==> src/rtl/soc_data_mem_ctrl.sv <==
// M-stage data RAM/ROM access controller: full-word stores, sub-word stores, loads and error pulses.
// Define SOC_MEM_RMW_EN to build sub-word stores as a one-stall read-modify-write; otherwise byte enables are used.
`ifndef XLEN_64b
`define XLEN_64b 2
`endif

module soc_data_mem_ctrl #(
    parameter int XLEN = `XLEN_64b,
    localparam int W = 1 << (XLEN + 4),
    localparam int B = XLEN + 1,
    localparam int NB = W / 8
) (
    input  logic          i_clk,
    input  logic          i_rst,
    input  logic          i_clk_en,
    input  logic          i_sw_m,
    input  logic [W-1:0]  i_mem_data_m,
    input  logic [W-1:0]  i_mem_addr_m,
    input  logic          i_store_byte_m,
    input  logic          i_store_half_m,
    input  logic          i_data_rom_en_m,
    input  logic          i_data_ram_en_m,
    output logic          o_stall_m,
    output logic [W-B-1:0] o_ram_addr,
    output logic [W-1:0]  o_ram_wdata,
    output logic [NB-1:0] o_ram_be,
    output logic          o_ram_we,
    output logic          o_ram_re,
    input  logic [W-1:0]  i_ram_rdata,
    output logic [W-B-1:0] o_rom_addr,
    output logic          o_rom_re,
    input  logic [W-1:0]  i_rom_rdata,
    output logic [W-1:0]  o_load_data_w,
    output logic          o_load_valid_w,
    output logic          o_store_err
);

    logic         active;
    logic         rom_only;
    logic         ram_only;
    logic         conflict;
    logic         is_load;
    logic         half_only;
    logic         misaligned;
    logic         bad_req;
    logic         ram_store;
    logic         sub_store;
    logic         src_rom;
    logic [B-1:0] byte_lane;
    logic [B-2:0] half_lane;

    // Strobes are suppressed while reset is held so nothing reaches the memories mid-reset.
    assign active     = i_clk_en & ~i_rst;
    assign rom_only   = i_data_rom_en_m & ~i_data_ram_en_m;
    assign ram_only   = i_data_ram_en_m & ~i_data_rom_en_m;
    assign conflict   = i_data_rom_en_m & i_data_ram_en_m;
    assign is_load    = ~i_sw_m & (rom_only | ram_only);
    assign half_only  = i_store_half_m & ~i_store_byte_m;
    assign misaligned = half_only & i_mem_addr_m[0];
    assign bad_req    = conflict | (i_sw_m & rom_only) | (i_sw_m & ram_only & misaligned);
    assign ram_store  = i_sw_m & ram_only & ~misaligned;
    assign sub_store  = i_store_byte_m | i_store_half_m;
    assign byte_lane  = i_mem_addr_m[B-1:0];
    assign half_lane  = i_mem_addr_m[B-1:1];

    assign o_ram_addr = i_mem_addr_m[W-1:B];
    assign o_rom_addr = i_mem_addr_m[W-1:B];
    assign o_rom_re   = active & is_load & rom_only;

`ifdef SOC_MEM_RMW_EN
    typedef enum logic {IDLE, RD} state_t;

    state_t       state;
    logic         start_rmw;
    logic [W-1:0] merged;

    assign start_rmw = active & ram_store & sub_store & (state == IDLE);

    always_ff @(posedge i_clk or posedge i_rst) begin
        if (i_rst) begin
            state <= IDLE;
        end else if (i_clk_en) begin
            case (state)
                IDLE: if (start_rmw) state <= RD;
                RD:   state <= IDLE;
            endcase
        end
    end

    // Upstream holds the request during the stall, so the lane and data are still valid in RD.
    always_comb begin
        merged = i_ram_rdata;
        if (i_store_byte_m) begin
            merged[8*byte_lane +: 8] = i_mem_data_m[7:0];
        end else begin
            merged[16*half_lane +: 16] = i_mem_data_m[15:0];
        end
    end

    assign o_stall_m   = start_rmw;
    assign o_ram_re    = active & ((is_load & ram_only) | start_rmw);
    assign o_ram_we    = active & ((state == RD) | (ram_store & ~sub_store));
    assign o_ram_wdata = (state == RD) ? merged : i_mem_data_m;
    assign o_ram_be    = '1;
`else
    assign o_stall_m = 1'b0;
    assign o_ram_re  = active & is_load & ram_only;
    assign o_ram_we  = active & ram_store;

    // Sub-word data is replicated to every lane; the byte enables pick the real target.
    always_comb begin
        o_ram_wdata = i_mem_data_m;
        o_ram_be    = '1;
        if (i_store_byte_m) begin
            o_ram_wdata = {NB{i_mem_data_m[7:0]}};
            o_ram_be    = {{(NB-1){1'b0}}, 1'b1} << byte_lane;
        end else if (i_store_half_m) begin
            o_ram_wdata = {(NB/2){i_mem_data_m[15:0]}};
            o_ram_be    = {{(NB-2){1'b0}}, 2'b11} << {half_lane, 1'b0};
        end
    end
`endif

    always_ff @(posedge i_clk or posedge i_rst) begin
        if (i_rst) begin
            o_load_valid_w <= 1'b0;
            o_store_err    <= 1'b0;
            src_rom        <= 1'b0;
        end else if (i_clk_en) begin
            o_load_valid_w <= is_load;
            o_store_err    <= bad_req;
            if (is_load) src_rom <= rom_only;
        end
    end

    assign o_load_data_w = src_rom ? i_rom_rdata : i_ram_rdata;

endmodule

==> config.mk <==
export PLATFORM = sky130hd
export DESIGN_NAME = soc_data_mem_ctrl
export DESIGN_NICKNAME = d
export VERILOG_FILES = /design/src/rtl/soc_data_mem_ctrl.sv
export SDC_FILE = /design/constraint.sdc
export NUM_CORES = 1
export LEC_CHECK = 0
export ABC_AREA = 1
export CAP_MARGIN = 20
export CORE_AREA = 2 2 208 210
export DETAILED_ROUTE_END_ITERATION = 8
export DIE_AREA = 0 0 210 212
export SLEW_MARGIN = 25
export SYNTH_ARGS = -nofsm -noshare
export SYNTH_HDL_FRONTEND = slang
export SYNTH_SLANG_ARGS = --single-unit
==> constraint.sdc <==
create_clock -name i_clk -period 1.47 [get_ports i_clk]
set_clock_uncertainty 0.1 [all_clocks]
set_input_delay 0.294 -clock i_clk [delete_from_list [all_inputs] [get_ports i_clk]]
set_output_delay 0.294 -clock i_clk [all_outputs]
set_load 0.05 [all_outputs]
# Yosys cells after proc, flatten, opt, wreduce, memory -nomap -nowiden
# Index checks and enable logic that the tools add are counted.
[classes] addsub=0 mul=0 div=0 order_cmp=0 n_eq_ne=0 n_shift=2 mux=5 bitwise=24 n_reduce_logical=1
[ops] cell="64-bit two-way mux" count=3
[ops] cell="8-bit two-way mux" count=2
[ops] cell="1-bit AND" count=15
[ops] cell="1-bit by 3-bit << shifter with 8-bit output (first input constant)" count=1
[ops] cell="2-bit by 3-bit << shifter with 8-bit output (first input constant)" count=1
[ops] cell="1-bit NOT" count=6
[ops] cell="1-bit OR" count=3
[ops] cell="2-bit AND reduction" count=1
[word_totals] regBits=3 latchBits=0 mem_bits_rw=0 romBits=0 inputBits=264 out_inout_bits=264 word_cells=35 n_memories=0

# Longest topological paths before layout
# Gate-level depths: netlist of the first run.
[logic_depth] depth_word=6 ltp_mapped=6 mapped_depth_nobuf=6

# Worst setup path after synthesis of the first run
# No wires, ideal clock.
[synth_timing] path_type="input port to output port" startpoint="input i_data_rom_en_m" endpoint="output o_rom_re" arrival_ps=1817 t_required_ps=1076 path_slack_ps=-741 cell_stages=5 cell_sequence="inv_1 -> ha_1 -> nor2_1 -> nand2_1 -> nor3_1"
[synth_between] elab_chain_cells=6 word_cells_on_any_way=7 cone_classes="bitwise: 7"
[synth_lines] element="start: declaration" line_no="21" text="input logic i_data_rom_en_m,"
[synth_lines] element="1-bit NOT" line_no="55" text="assign ram_only = i_data_ram_en_m & ~i_data_rom_en_m;"
[synth_lines] element="1-bit AND" line_no="55"
[synth_lines] element="1-bit OR" line_no="57" text="assign is_load = ~i_sw_m & (rom_only | ram_only);"
[synth_lines] element="1-bit AND" line_no="57"
[synth_lines] element="1-bit AND" line_no="68" text="assign o_rom_re = active & is_load & rom_only;"
[synth_lines] element="1-bit AND *" line_no="68"
[synth_lines] element="end: declaration" line_no="31" text="output logic o_rom_re,"
# Mark *: on every way between the ends. The rest lies on a longest branch, timed or not.

# Final worst setup path of the first run
[layout_timing] startpoint="register src_rom" endpoint="output o_load_data_w[1]"
[layout_between] elab_chain_cells=1
[layout_lines] element="start: declaration" line_no="48" text="logic src_rom;"
[layout_lines] element="start signal: assignment" line_no="132" text="if (is_load) src_rom <= rom_only;"
[layout_lines] element="64-bit two-way mux" line_no="136" text="assign o_load_data_w = src_rom ? i_rom_rdata : i_ram_rdata;"
[layout_lines] element="end: declaration" line_no="33" text="output logic [W-1:0] o_load_data_w,"
# No other way between the ends.

==> results_dict.tcl, run 1 <==
set metrics [dict create \
    area_delta_synth_final_pct 217 \
    maxCapViolCount 0 \
    synth_edf_count 0 \
    synth.area.top_cells "buf_4 37%, mux2_2 27%, nand2_1 22%" \
    core_area_um2 42500 \
    wl_mm 23.3 \
    fin_area_um2 8610 \
    viasPerCell 3.21 \
    cts_root_buf "clkbuf_16" \
    period_share_pct 124 \
    hold_class "primary input to asynchronous set/reset pin" \
    post-route-util_pct 20.3 \
    htree_levels 1 \
    syn_inst 414 \
    rsz0062_at_grt "true" \
    grt_max_degree 35 \
    route.detailed.drc 0 \
    nFillCells 4553 \
    synth_top_cell_by_area "buf_4" \
    synth_top_area_share_pct 36.8 \
    placed_area_um2 6430 \
    cp-end-kind "primary output" \
    path_clk_slew_ns 0.03 \
    globalplace.congestion 0.777 \
    layout_setup_ws_ns -0.351 \
    cp_max_fo 17 \
    antenna_found_initial 1 \
    dp_hpwl_mm 17.5 \
    cts_buffers 3 \
    start_util_pct 6.39 \
    powerDensity_nw_per_um2 643 \
    finalHoldViolations 0 \
    final_max_slew_viol_count 0 \
    avgSynthCellArea_um2 6.56 \
    setup_viol 127 \
    std_cell_rows 76 \
    cts_buffer_depth 2 \
    vdd_drop_max_mv 0.294 \
    fin_nets 946 \
    async_flop_share_pct 100 \
    violations "setup timing" \
    crit_arrival_ns 1.43 \
    wl_per_cell_um 19.0 \
    yosys_warnings 0 \
    drive_gt1_share_pct 67.3 \
    first_global_vias 4241 \
    route.antenna.remaining_nets 0 \
    io_buffers 343 \
    drt_pass1_iterations 4 \
    drt_iter0_drc 85 \
    yosysSeqAreaShare_pct 2.76 \
    synth_common_cells "156 x nand2_1, 133 x buf_4, 64 x mux2_2" \
    synth_cell_types 18 \
    start_kind "flop" \
    grt_first_pass_wirelength_mm 28.7 \
    ys_ff_latch 3 \
    ys.flop_type "dfrtp_1" \
    outcome "finished, violations left" \
    critPathKind "flop to primary output" \
    synth_area_um2 2720 \
    holdWs_ns 0.211 \
    dieArea_um2 44500 \
    grt_usage_pct 9.08 \
    die_w_um 210 \
    synthesis.nets 681 \
    dieHeight_um 212 \
    clkSinkCount 3 \
    grt_overflow 0 \
    period_needed_ns 1.82 \
    reg2reg_slack_ns 0.29 \
    num_io_pins 528 \
    cts_tree "built" \
    total_leakage_power_uw 0.00376 \
    vias 3928 \
    worstPathRequired_ns 1.08 \
    fmax_mhz 549 \
    synth_most_common_cell "nand2_1" \
    clk_latency_ns 0.22 \
]
[power by group]
group | total, uW | internal, uW | switching [uW]
clock | 436 | 358 | 77.6
sequential | 107 | 94.1 | 13.1
combinational | 4990 | 2260 | 2740
total | 5540 | 2710 | 2830
[metrics by stage]
step                      setup TNS (ns)  total power, uW  worst slack (ns)  cells
after detailed placement          -46.84             4110            -0.662   1198
final                             -28.11             5540            -0.351   1225
after floorplan                   -0.105             3230           -0.0966    414
after CTS                         -32.97             5260            -0.377   1218
after global routing              -32.34             5730            -0.382   1225
after global placement            -45.25             4100            -0.636   1198
[worst max-delay path: stages (launching register included)]
cell,delay [ns]
dfrtp_2,0.37
buf_12,0.13
clkbuf_16,0.18
mux2_2,0.35
buf_6,0.16
[kinds of logic (layout without fill, tap and decap cells)]
logic type	count (synthesis)	in the layout	synth area share, %
multiplexers	64	64	26.5
adder cells (fa/ha/maj)	3	3	1.38
other	1	2	0.138
AO/OA/AOI/OAI	6	6	1.24
buffers and inverters	161	425	42.8
flip-flops	3	3	2.76
AND/OR/NAND/NOR	176	176	25.1
[cell type report]
class | count | area, um2 | share of cell area, %
Sequential cell | 3 | 76.3 | 0.886
Timing Repair Buffer | 405 | 4920 | 57.1
Multi-Input combinational cell | 250 | 2760 | 32.0
Inverter | 15 | 85.1 | 0.988
Antenna cell | 1 | 2.50 | 0.0290
Clock buffer | 4 | 78.8 | 0.915
Tap cell | 546 | 683 | 7.93
Timing Repair inverter | 1 | 11.3 | 0.131
[worst paths after layout]
path                                              endpoint                        from  cells after the start
worst max-delay path                      o_load_data_w[1]         src_rom$_DFFE_PP0P_                      4
worst min-delay path            o_load_valid_w$_DFFE_PP0P_                       i_rst                      4
worst max register to register         src_rom$_DFFE_PP0P_         src_rom$_DFFE_PP0P_                      5
worst min register to register  o_load_valid_w$_DFFE_PP0P_  o_load_valid_w$_DFFE_PP0P_                      2
max in group asynchronous              src_rom$_DFFE_PP0P_                       i_rst                      4
min in group i_clk                          o_ram_addr[55]            i_mem_addr_m[58]                      0
[flip-flops by register name, indices dropped and copies added, names as in the netlist]
name	count
o_load_valid_w	1
o_store_err	1
src_rom	1
[repair_timing]
item,4_1_cts,5_1_grt
buffers inserted,12,7
pin swaps,62,27
resized for setup,428,106
endpoints found under the setup margin,138,131
cloned,5,4
hold buffers,0,0
[per-layer routing]
layer | global-route usage [%] | share of wire [%] | routed length, um
met4 | 1.69 | 1.8 | 427
met1 | 7.85 | 29 | 6840
met3 | 4.93 | 14 | 3210
met5 | 0 | 0 | 0
met2 | 18.3 | 55 | 12900
[cell usage in the layout, fill, tap and decap left out, drive strengths merged, types with 2 or more instances in the layout]
master,instances
buf,206
clkdlybuf4s50,176
nand2,156
mux2,64
inv,16
dlygate4sd2,13
nor2,11
nand3,8
clkbuf,8
clkdlybuf4s15,4
a31oi,3
ha,3
dfrtp,3
o21ai,2
dlymetal6s2s,2
No activity file was read; power rests on OpenSTA's default activity.
==> run 2, diff against run 1 <==
--- a/config.mk
+++ b/config.mk
@@ -10,6 +10,7 @@
 export CORE_AREA = 2 2 208 210
 export DETAILED_ROUTE_END_ITERATION = 8
 export DIE_AREA = 0 0 210 212
+export SETUP_SLACK_MARGIN = 0.1
 export SLEW_MARGIN = 25
 export SYNTH_ARGS = -nofsm -noshare
 export SYNTH_HDL_FRONTEND = slang
==> run 2 against run 1 <==
The run still ends with setup timing left. Power rose by 7.0%. Critical path type unchanged. Critical path depth did not move. Critical endpoint is now o_load_data_w[55]. Routed wire length fell by 13%.
==> results_dict.tcl, run 2 (synthesized netlist as in run 1, its figures left out) <==
set metrics [dict create \
    seqPwrFrac_pct 1.9 \
    maxCapViolCount 0 \
    path_cells "buf_12 -> buf_6 -> mux2_4 -> buf_12" \
    route.antenna.remaining_nets 0 \
    cts_hold_buf 0 \
    grt_overflow 0 \
    switchingPower_uw 2870 \
    grt_usage_pct 8.35 \
    outcome "finished, violations left" \
    critPathSlowestCell "dfrtp_4" \
    drt_iter0_drc 51 \
    num_io_pins 528 \
    antenna_found_initial 2 \
    clk_latency_ns 0.22 \
    crit_start "src_rom$_DFFE_PP0P_" \
    cp-end-kind "primary output" \
    wl_per_cell_um 16.3 \
    viasPerCell 3.16 \
    critPathMaxStageDelay_ns 0.49 \
    dieArea_um2 44500 \
    std_cell_rows 76 \
    first_global_vias 4448 \
    grt_first_pass_wirelength_mm 27.3 \
    route.detailed.drc 0 \
    cts_buffer_depth 2 \
    path_delay_family "flip-flops" \
    cpMostUsedCell "buf_12" \
    period_needed_ns 1.92 \
    reg_top3 "o_load_valid_w x1, o_store_err x1, src_rom x1" \
    cts_tree "built" \
    drt_pass1_iterations 3 \
    globalplace.congestion 0.787 \
    setup_viol 128 \
    total_leakage_power_uw 0.00410 \
    core_area_um2 42500 \
    rsz0062_at_grt "true" \
    die_w_um 210 \
    nFillCells 4423 \
    layout.cells.most_common "clkdlybuf4s50_1" \
    cp_max_fo 7 \
    placed_area_um2 7360 \
    vias 3935 \
    vdd_drop_max_mv 0.289 \
    dp_hpwl_mm 15.8 \
    wl_mm 20.4 \
    crit_arrival_ns 1.52 \
    crit-reg2reg-launch "src_rom$_DFFE_PP0P_" \
    cts_root_buf "clkbuf_16" \
    hold_class "primary input to asynchronous set/reset pin" \
    final_cell_mix "176 x clkdlybuf4s50_1, 86 x nand2_4, 72 x buf_6, 64 x buf_12, 59 x mux2_4" \
    grt_max_degree 19 \
    final_max_slew_viol_count 0 \
    swShare_pct 48.5 \
    area_delta_synth_final_pct 251 \
    pwr-share-clk_pct 7.3 \
    violations "setup timing" \
    period_share_pct 131 \
    path_clk_slew_ns 0.03 \
    critPathBufInv 3 \
    critPathKind "flop to primary output" \
    layout_setup_ws_ns -0.449 \
    fin_nets 968 \
    finalHoldViolations 0 \
    fin_area_um2 9540 \
    dieHeight_um 212 \
    io_buffers 343 \
    p_comb_share_pct 90.8 \
    internal_power_uw 3050 \
    htree_levels 1 \
    powerDensity_nw_per_um2 621 \
    worstPathRequired_ns 1.08 \
    start_util_pct 6.39 \
    fmax_mhz 521 \
    cts_buffers 3 \
    start_kind "flop" \
    tns_ns -36.78 \
    drive_gt1_share_pct 68.4 \
    clkSinkCount 3 \
]
[run 2: cell count changes in the layout (fill, tap and decap cells not counted), moves of 3 or more]
cell           change
nand2_4           -14
dlygate4sd2_1      +3
mux2_2            -48
buf_16             +6
nand2_2           -11
nand2_8           +27
buf_12            +15
inv_12             +3
buf_4              +5
mux2_4            +48
[run 2: repair_timing]
item / 4_1_cts / 5_1_grt
setup endpoints to repair: 142 / 132
resized for setup: 418 / 53
pin swaps: 52 / 39
cloned: 9 / 1
buffers inserted: 25 / 4
[run 2: worst reg2reg max path: stages (launching register included)]
cell	delay, ns
dfrtp_4	0.49
buf_12	0.16
buf_8	0.15
nand2_1	0.06
o21ai_0	0.07
[run 2: routing by layer]
| metal | share of wire (%) | GRT usage [%] | vias to the layer above |
|---|---|---|---|
| met5 | 0.78 | 2.45 | - |
| met1 | 28 | 6.74 | 1729 |
| met4 | 2.9 | 2.27 | 6 |
| met3 | 15 | 4.93 | 26 |
| met2 | 53 | 16.5 | 420 |
| li1 | - | - | 1754 |
[run 2: path summary, 6_finish.rpt]
kind	to	slack, ns	depth (start not counted)
max in group asynchronous	src_rom$_DFFE_PP0P_	0.96	4
worst max-delay path	o_load_data_w[55]	-0.45	4
worst min-delay path	o_store_err$_DFFE_PP0P_	0.20	4
min in group i_clk	o_ram_addr[26]	0.49	0
worst max register to register	src_rom$_DFFE_PP0P_	0.31	4
worst min register to register	o_load_valid_w$_DFFE_PP0P_	0.50	2
[run 2: power groups by stage]
stage / Clock, uW / Sequential [uW] / Combinational (uW)
after floorplan: 0 / 120 / 3510
after global placement: 0 / 132 / 4420
after detailed placement: 0 / 132 / 4440
after CTS: 445 / 110 / 5290
after global routing: 452 / 111 / 5570
final: 435 / 110 / 5380
[run 2: per-stage QoR]
stage	total power, uW	worst slack, ns	std cells	hold slack, ns	utilization, %
detailed placement	4570	-0.754	1207	0.477	17.3
CTS	5840	-0.460	1242	0.196	21.8
finish	5920	-0.449	1247	0.201	22.5
global placement	4550	-0.749	1207	0.471	17.3
global route	6130	-0.478	1247	0.206	22.5
floorplan	3630	-0.115	414	-0.0358	-
[run 2: area by class of cell]
class,count,area [um2],share of cell area [%]
multi-input combinational,250,3230,33.9
clock buffer,4,78.8,0.826
timing repair buffer,426,5340,56.0
inverter,15,95.1,0.996
antenna,1,2.50,0.0262
sequential,3,78.8,0.826
timing repair inverter,2,32.5,0.341
tap,546,683,7.16
